[src/rtl/vga_pkg.sv]
// Shared VGA/Mandelbrot constants and colour type.
// Used by the pixel fetch stage and the palette; holds no logic.
package vga_pkg;
    localparam logic [9:0] H_ACTIVE     = 10'd640;
    localparam logic [8:0] V_ACTIVE     = 9'd480;
    localparam int         FB_W         = 160;
    localparam int         FB_H         = 120;
    localparam int         SCALE_SH     = 2;
    localparam int         MAX_ITER_DEF = 255;

    typedef struct packed {
        logic [3:0] r;
        logic [3:0] g;
        logic [3:0] b;
    } rgb444_t;
endpackage

[src/rtl/vga_fb_pixel_fetch_if.sv]
// Framebuffer read port plus the bank swap handshake with the compute engine.
// master = pixel fetch stage, slave = framebuffer / compute engine side.
interface vga_fb_pixel_fetch_if #(
    parameter int ADDR_W = 15,
    parameter int ITER_W = 8
);
    logic              fb_rd_en;
    logic [ADDR_W-1:0] fb_addr;
    logic              fb_bank;
    logic [ITER_W-1:0] fb_data;
    logic              swap_req;
    logic              swap_ack;

    modport master (
        output fb_rd_en, fb_addr, fb_bank, swap_ack,
        input  fb_data, swap_req
    );

    modport slave (
        input  fb_rd_en, fb_addr, fb_bank, swap_ack,
        output fb_data, swap_req
    );
endinterface

[src/rtl/mandel_palette.sv]
// Iteration count to RGB444; non-escaping points (MAX_ITER) are black.
// Purely combinational, no latency, no flow control.
module mandel_palette
    import vga_pkg::*;
#(
    parameter int ITER_W   = 8,
    parameter int MAX_ITER = MAX_ITER_DEF
) (
    input  logic [ITER_W-1:0] iter,
    output rgb444_t           rgb
);
    always_comb begin
        rgb = '0;
        if (iter != ITER_W'(MAX_ITER)) begin
            rgb.r = iter[3:0];
            rgb.g = iter[7:4];
            rgb.b = ~iter[3:0];
        end
    end
endmodule

[src/rtl/vga_fb_pixel_fetch.sv]
// Pixel position -> 4x-replicated framebuffer read -> palette RGB, with HS/VS delayed to match.
// Latency exactly 2 pixel strobes; no backpressure, state only advances on i_pix_stb.
module vga_fb_pixel_fetch
    import vga_pkg::*;
#(
    parameter int ITER_W   = 8,
    parameter int MAX_ITER = MAX_ITER_DEF,
    parameter int FB_W     = vga_pkg::FB_W,
    parameter int FB_H     = vga_pkg::FB_H,
    parameter int ADDR_W   = 15
) (
    input  logic                 i_clk,
    input  logic                 i_rst_n,
    input  logic                 i_pix_stb,
    input  logic [9:0]           i_x,
    input  logic [8:0]           i_y,
    input  logic                 i_hs,
    input  logic                 i_vs,
    vga_fb_pixel_fetch_if.master fb,
    output logic                 o_hs,
    output logic                 o_vs,
    output logic [3:0]           o_r,
    output logic [3:0]           o_g,
    output logic [3:0]           o_b
);
    logic [7:0]        xq;
    logic [6:0]        yq;
    logic              active0;
    logic              frame_bnd;
    logic [ADDR_W-1:0] addr0;
    logic              swap_pend;

    logic              hs1, vs1, act1;
    logic              hs2, vs2;
    logic [ITER_W-1:0] iter_q;
    rgb444_t           pal_rgb;

    assign xq = i_x[9:SCALE_SH];
    assign yq = i_y[8:SCALE_SH];

    // Comparing the quarter-scale coordinates is equivalent to x<640 && y<480.
    assign active0   = (xq < 8'(FB_W)) && (yq < 7'(FB_H));
    assign addr0     = (ADDR_W'(yq) << 7) + (ADDR_W'(yq) << 5) + ADDR_W'(xq);
    assign frame_bnd = i_pix_stb && (i_x == 10'd0) && (i_y == V_ACTIVE);

    always_ff @(posedge i_clk or negedge i_rst_n) begin
        if (!i_rst_n) begin
            fb.fb_rd_en <= 1'b0;
            fb.fb_addr  <= '0;
            fb.fb_bank  <= 1'b0;
            fb.swap_ack <= 1'b0;
            swap_pend   <= 1'b0;
        end else begin
            fb.fb_rd_en <= i_pix_stb && active0;
            fb.swap_ack <= 1'b0;
            if (i_pix_stb && active0) begin
                fb.fb_addr <= addr0;
            end
            // A request landing on the boundary strobe itself is honoured immediately.
            if (frame_bnd && (swap_pend || fb.swap_req)) begin
                fb.fb_bank  <= ~fb.fb_bank;
                fb.swap_ack <= 1'b1;
                swap_pend   <= 1'b0;
            end else if (fb.swap_req) begin
                swap_pend <= 1'b1;
            end
        end
    end

    always_ff @(posedge i_clk or negedge i_rst_n) begin
        if (!i_rst_n) begin
            hs1    <= 1'b1;
            vs1    <= 1'b1;
            act1   <= 1'b0;
            hs2    <= 1'b1;
            vs2    <= 1'b1;
            iter_q <= ITER_W'(MAX_ITER);
            o_hs   <= 1'b1;
            o_vs   <= 1'b1;
            o_r    <= '0;
            o_g    <= '0;
            o_b    <= '0;
        end else if (i_pix_stb) begin
            hs1    <= i_hs;
            vs1    <= i_vs;
            act1   <= active0;
            // Blanked positions become MAX_ITER so the palette renders them black.
            iter_q <= act1 ? fb.fb_data : ITER_W'(MAX_ITER);
            hs2    <= hs1;
            vs2    <= vs1;
            o_hs   <= hs2;
            o_vs   <= vs2;
            o_r    <= pal_rgb.r;
            o_g    <= pal_rgb.g;
            o_b    <= pal_rgb.b;
        end
    end

    mandel_palette #(
        .ITER_W   (ITER_W),
        .MAX_ITER (MAX_ITER)
    ) u_palette (
        .iter (iter_q),
        .rgb  (pal_rgb)
    );
endmodule

[src/flat_wrapper.sv]
// flat-port wrapper written by rule: the top's interface ports become plain ports
module vga_fb_pixel_fetch_flat import vga_pkg::*;
#(
    parameter int ITER_W   = 8,
    parameter int MAX_ITER = MAX_ITER_DEF,
    parameter int FB_W     = vga_pkg::FB_W,
    parameter int FB_H     = vga_pkg::FB_H,
    parameter int ADDR_W   = 15
)
  (i_clk, i_rst_n, i_pix_stb, i_x, i_y, i_hs, i_vs, o_hs, o_vs, o_r, o_g, o_b, fb_fb_rd_en, fb_fb_addr, fb_fb_bank, fb_swap_ack, fb_fb_data, fb_swap_req);
  vga_fb_pixel_fetch_if #(.ADDR_W(ADDR_W), .ITER_W(ITER_W)) fb_i ();
  input  logic i_clk;
  input  logic i_rst_n;
  input  logic i_pix_stb;
  input  logic [9:0] i_x;
  input  logic [8:0] i_y;
  input  logic i_hs;
  input  logic i_vs;
  output logic o_hs;
  output logic o_vs;
  output logic [3:0] o_r;
  output logic [3:0] o_g;
  output logic [3:0] o_b;
  output wire logic [$bits(fb_i.fb_rd_en)-1:0] fb_fb_rd_en;
  output wire logic [$bits(fb_i.fb_addr)-1:0] fb_fb_addr;
  output wire logic [$bits(fb_i.fb_bank)-1:0] fb_fb_bank;
  output wire logic [$bits(fb_i.swap_ack)-1:0] fb_swap_ack;
  input wire logic [$bits(fb_i.fb_data)-1:0] fb_fb_data;
  input wire logic [$bits(fb_i.swap_req)-1:0] fb_swap_req;
  assign fb_fb_rd_en = fb_i.fb_rd_en;
  assign fb_fb_addr = fb_i.fb_addr;
  assign fb_fb_bank = fb_i.fb_bank;
  assign fb_swap_ack = fb_i.swap_ack;
  assign fb_i.fb_data = fb_fb_data;
  assign fb_i.swap_req = fb_swap_req;
  vga_fb_pixel_fetch #(.ITER_W(ITER_W), .MAX_ITER(MAX_ITER), .FB_W(FB_W), .FB_H(FB_H), .ADDR_W(ADDR_W)) u_core (.i_clk(i_clk), .i_rst_n(i_rst_n), .i_pix_stb(i_pix_stb), .i_x(i_x), .i_y(i_y), .i_hs(i_hs), .i_vs(i_vs), .fb(fb_i), .o_hs(o_hs), .o_vs(o_vs), .o_r(o_r), .o_g(o_g), .o_b(o_b));
endmodule
[config.mk]
export PLATFORM = sky130hd
export DESIGN_NAME = vga_fb_pixel_fetch_flat
export DESIGN_NICKNAME = d
export VERILOG_FILES = /design/src/rtl/vga_pkg.sv /design/src/rtl/vga_fb_pixel_fetch_if.sv /design/src/rtl/mandel_palette.sv /design/src/rtl/vga_fb_pixel_fetch.sv /design/src/flat_wrapper.sv
export SDC_FILE = /design/constraint.sdc
export NUM_CORES = 1
export LEC_CHECK = 0
export BUFFER_PORTS_ARGS = -buffer_cell sky130_fd_sc_hd__clkbuf_2
export CAP_MARGIN = 20
export CORE_MARGIN = 10
export CORE_UTILIZATION = 50
export DETAILED_ROUTE_END_ITERATION = 12
export PLACE_DENSITY = 0.89
export SLEW_MARGIN = 30
export SYNTH_ARGS = -nofsm -noshare
export SYNTH_HDL_FRONTEND = slang
export SYNTH_HIERARCHICAL = 1
export SYNTH_SLANG_ARGS = --single-unit
[constraint.sdc]
create_clock -name i_clk -period 2.7 [get_ports i_clk]
set_input_delay 0.405 -clock i_clk [delete_from_list [all_inputs] [get_ports i_clk]]
set_output_delay 0.405 -clock i_clk [all_outputs]
set_load 0.05 [all_outputs]
==> flow_metrics.tcl <==
set metrics [dict create \
    cts.hold.buffers_added 0 \
    clock_skew_ps 8.201 \
    area_growth_pct 19.18 \
    p_comb_share_pct 34.8 \
    avgSynthCellArea_sq_um 10.77 \
    peakVddDrop_v 0.0003775 \
    tightest_slew_ps 456.7 \
    netlist_area_sq_um 2316 \
    place_ws_ps 92.93 \
    clkTransAtPathRegs_ps 80 \
    netlist_instances 215 \
    ioPinCount 65 \
    async_flop_share_pct 100.0 \
    grt_first_pass_wirelength_um 8286 \
    status "finished clean" \
    layout_min_cycle_time_ps 2332 \
    fin_setup_tns_ps 0 \
    synth_cell_types 37 \
    critPathMaxStageDelay_ps 530 \
    numClockSinks 46 \
    p_per_area_nw_per_um2 757.9 \
    cp_slowest_cell "fa_1" \
    ctsResizeCount 0 \
    wire_per_inst_um 15.02 \
    place_congestion 0.8908 \
    syn_nets 263 \
    vias_per_cell 5.251 \
    antenna_left 0 \
    grt_util_all_layers_pct 13.11 \
    slew_violations 0 \
    clk-insertion-delay-late_ps 290 \
    cts_buffers 5 \
    n_antenna_cell 0 \
    worst-path-max-fanout 3 \
    ys_ff_latch 46 \
    setup-violations-final 0 \
    synth.top_cells.by_count "nand2_1 (37), dfrtp_1 (32), mux2_2 (18), inv_1 (17), dfstp_2 (14)" \
    cts_setup_buffers 0 \
    yosysTopAreaCell "dfrtp_1" \
    cp-end-kind "flop" \
    grt_pass1_vias 1838 \
    die_h_um 88.06 \
    clock_path_buffers 2 \
    nets 326 \
    drive_above_1_share_pct 42.29 \
    io_buffers 64 \
    fp-row-count 24 \
    yosys.area.top_type_share_pct 34.58 \
    start_kind "input port" \
    die_x_um 88.06 \
    cp.arrival_ps 2520 \
    core_sq_um 4414 \
    slew_headroom_pct 69.56 \
    p_int_mw 1.294 \
    synth_area_leaders "dfrtp_1 (35%), dfstp_2 (16%), mux2_2 (8.8%)" \
    drtIter0Drc 43 \
    firstDrtPassIters 4 \
    grt_antenna_before_repair 0 \
    num_vias 1738 \
    worstHoldPathType "input port to async pin" \
    swShare_pct 38.13 \
    timing.fmax_mhz 428.7 \
    fin_crit_sh_pct 86.39 \
    cap_viol_max_count 0 \
    pwr-share-seq_pct 41.8 \
    seq_area_frac_synth_pct 50.46 \
    routed_wl_um 4971 \
    die-area_sq_um 7755 \
    cts_tree "built" \
    dp.final_hpwl_um 4023 \
    finalPower_mw 2.092 \
    crit_type "input port to flop" \
    grt_max_degree 36 \
    critPathRequiredTime_ps 2890 \
    drc 0 \
    yosys_warnings 6 \
    cts-root-buf "clkbuf_8" \
    start_util_pct 52.47 \
    htree_levels 2 \
    rsz0062_at_grt "no" \
    overflow 0 \
    holdWs_ps 11.39 \
    synth_edf_count 0 \
    synth_ff_type "dfrtp_1" \
    switchingPower_mw 0.7976 \
    hold_viol_final 0 \
    power_leakage_nw 1.406 \
    crit_chain "clkbuf_2 > inv_1 > fa_1 > inv_1 > fa_1 > a211oi_1 > o21ai_0 > and3_1 > o31ai_1" \
    clkPwrFrac_pct 23.4 \
    fin_ws_ps 367.5 \
    yosysMostFrequentCell "nand2_1" \
]
-- state kept, by name, indices dropped and copies added, names as in the netlist, 4 cells and up --
name,cells
u_core/o_r,4
u_core/o_g,4
u_core/fb.fb_addr,15
u_core/iter_q,8
u_core/o_b,4
-- power groups by stage --
stage	clock [mW]	sequential, mW	combinational (mW)
global placement	0	0.882	0.721
finish	0.490	0.875	0.727
detailed placement	0	0.888	0.735
CTS	0.504	0.877	0.736
global route	0.533	0.894	0.782
floorplan	0	1.19	0.251
-- worst max-delay path, delay by kind of cell --
kind	cells	cell delay, ps
fa+ha+maj	2	1010
compound gates	3	670
buf+inv	3	240
simple gates	1	200
-- stage by stage --
stage	cells	cell area, sq um	util (%)
floorplan	215	2316	-
global placement	323	2650	60.03
detailed placement	323	2650	60.03
CTS	331	2760	62.53
global route	331	2760	62.53
finish	331	2760	62.53
-- placed cells by master, fill, tap and decap left out --
master / instances
nor4b_1: 1
nand4_1: 1
o21ai_0: 7
ha_1: 13
clkbuf_2: 64
fa_1: 2
xnor2_1: 2
clkinvlp_4: 1
o21a_1: 1
and4_1: 3
dfstp_2: 14
nor4_1: 3
inv_2: 1
o22a_1: 1
clkbuf_8: 5
nor3_1: 1
a211o_1: 1
mux2_2: 18
nand2_1: 37
nor2_1: 12
or2_2: 2
buf_4: 2
or3_4: 1
nor3_2: 1
xor2_1: 1
a21oi_2: 4
dfrtp_1: 32
clkbuf_1: 1
nand3_1: 3
and3_1: 1
inv_1: 17
a211oi_1: 3
o31ai_1: 2
a21o_1: 3
a21oi_1: 4
bufinv_16: 1
a21boi_2: 4
a31oi_1: 8
o211ai_1: 1
-- per-layer routing --
layer  track usage, %  part of all wire (%)
met5                0                     0
met4            3.281                   1.2
met3            4.550                   8.7
met2            21.83                    47
met1            15.88                    43
-- path summary, 6_finish.rpt --
check | to | slack [ps] | start | depth (start not counted)
max reg2reg | u_core/o_r[0]$_DFFE_PN0P_ | 1170 | u_core/iter_q[5]$_DFFE_PN1P_ | 3
max in group asynchronous | u_core/o_hs$_DFFE_PN1P_ | 1910 | i_rst_n | 2
min reg2reg | u_core/fb.fb_bank$_DFFE_PN0P_ | 470 | u_core/fb.fb_bank$_DFFE_PN0P_ | 1
min in group i_clk | u_core/iter_q[3]$_DFFE_PN1P_ | 310 | fb_fb_data[3] | 3
min | u_core/o_g[2]$_DFFE_PN0P_ | 10 | i_rst_n | 1
max | u_core/fb.fb_addr[12]$_DFFE_PN0P_ | 370 | i_x[9] | 9
-- kinds of logic after synthesis --
| family | Yosys count | synth area share (%) |
|---|---|---|
| xor gates and xnor gates | 3 | 1.135 |
| DFF | 46 | 50.46 |
| muxes | 18 | 8.752 |
| adders and majority gates | 15 | 8.752 |
| buffers and inverters | 28 | 5.780 |
| AOI/OAI and AO/OA | 39 | 11.99 |
| and+or+nand+nor | 66 | 13.13 |
-- final cells by class --
type / instances / area [sq um]
multi-input combinational: 141 / 1013
timing repair buffer: 66 / 335.3
clock buffer: 6 / 72.57
tap: 52 / 65.06
sequential: 46 / 1169
inverter: 18 / 67.56
fill: 381 / 1654
clock inverter: 2 / 37.54
Power figures use the tool's default switching activity.
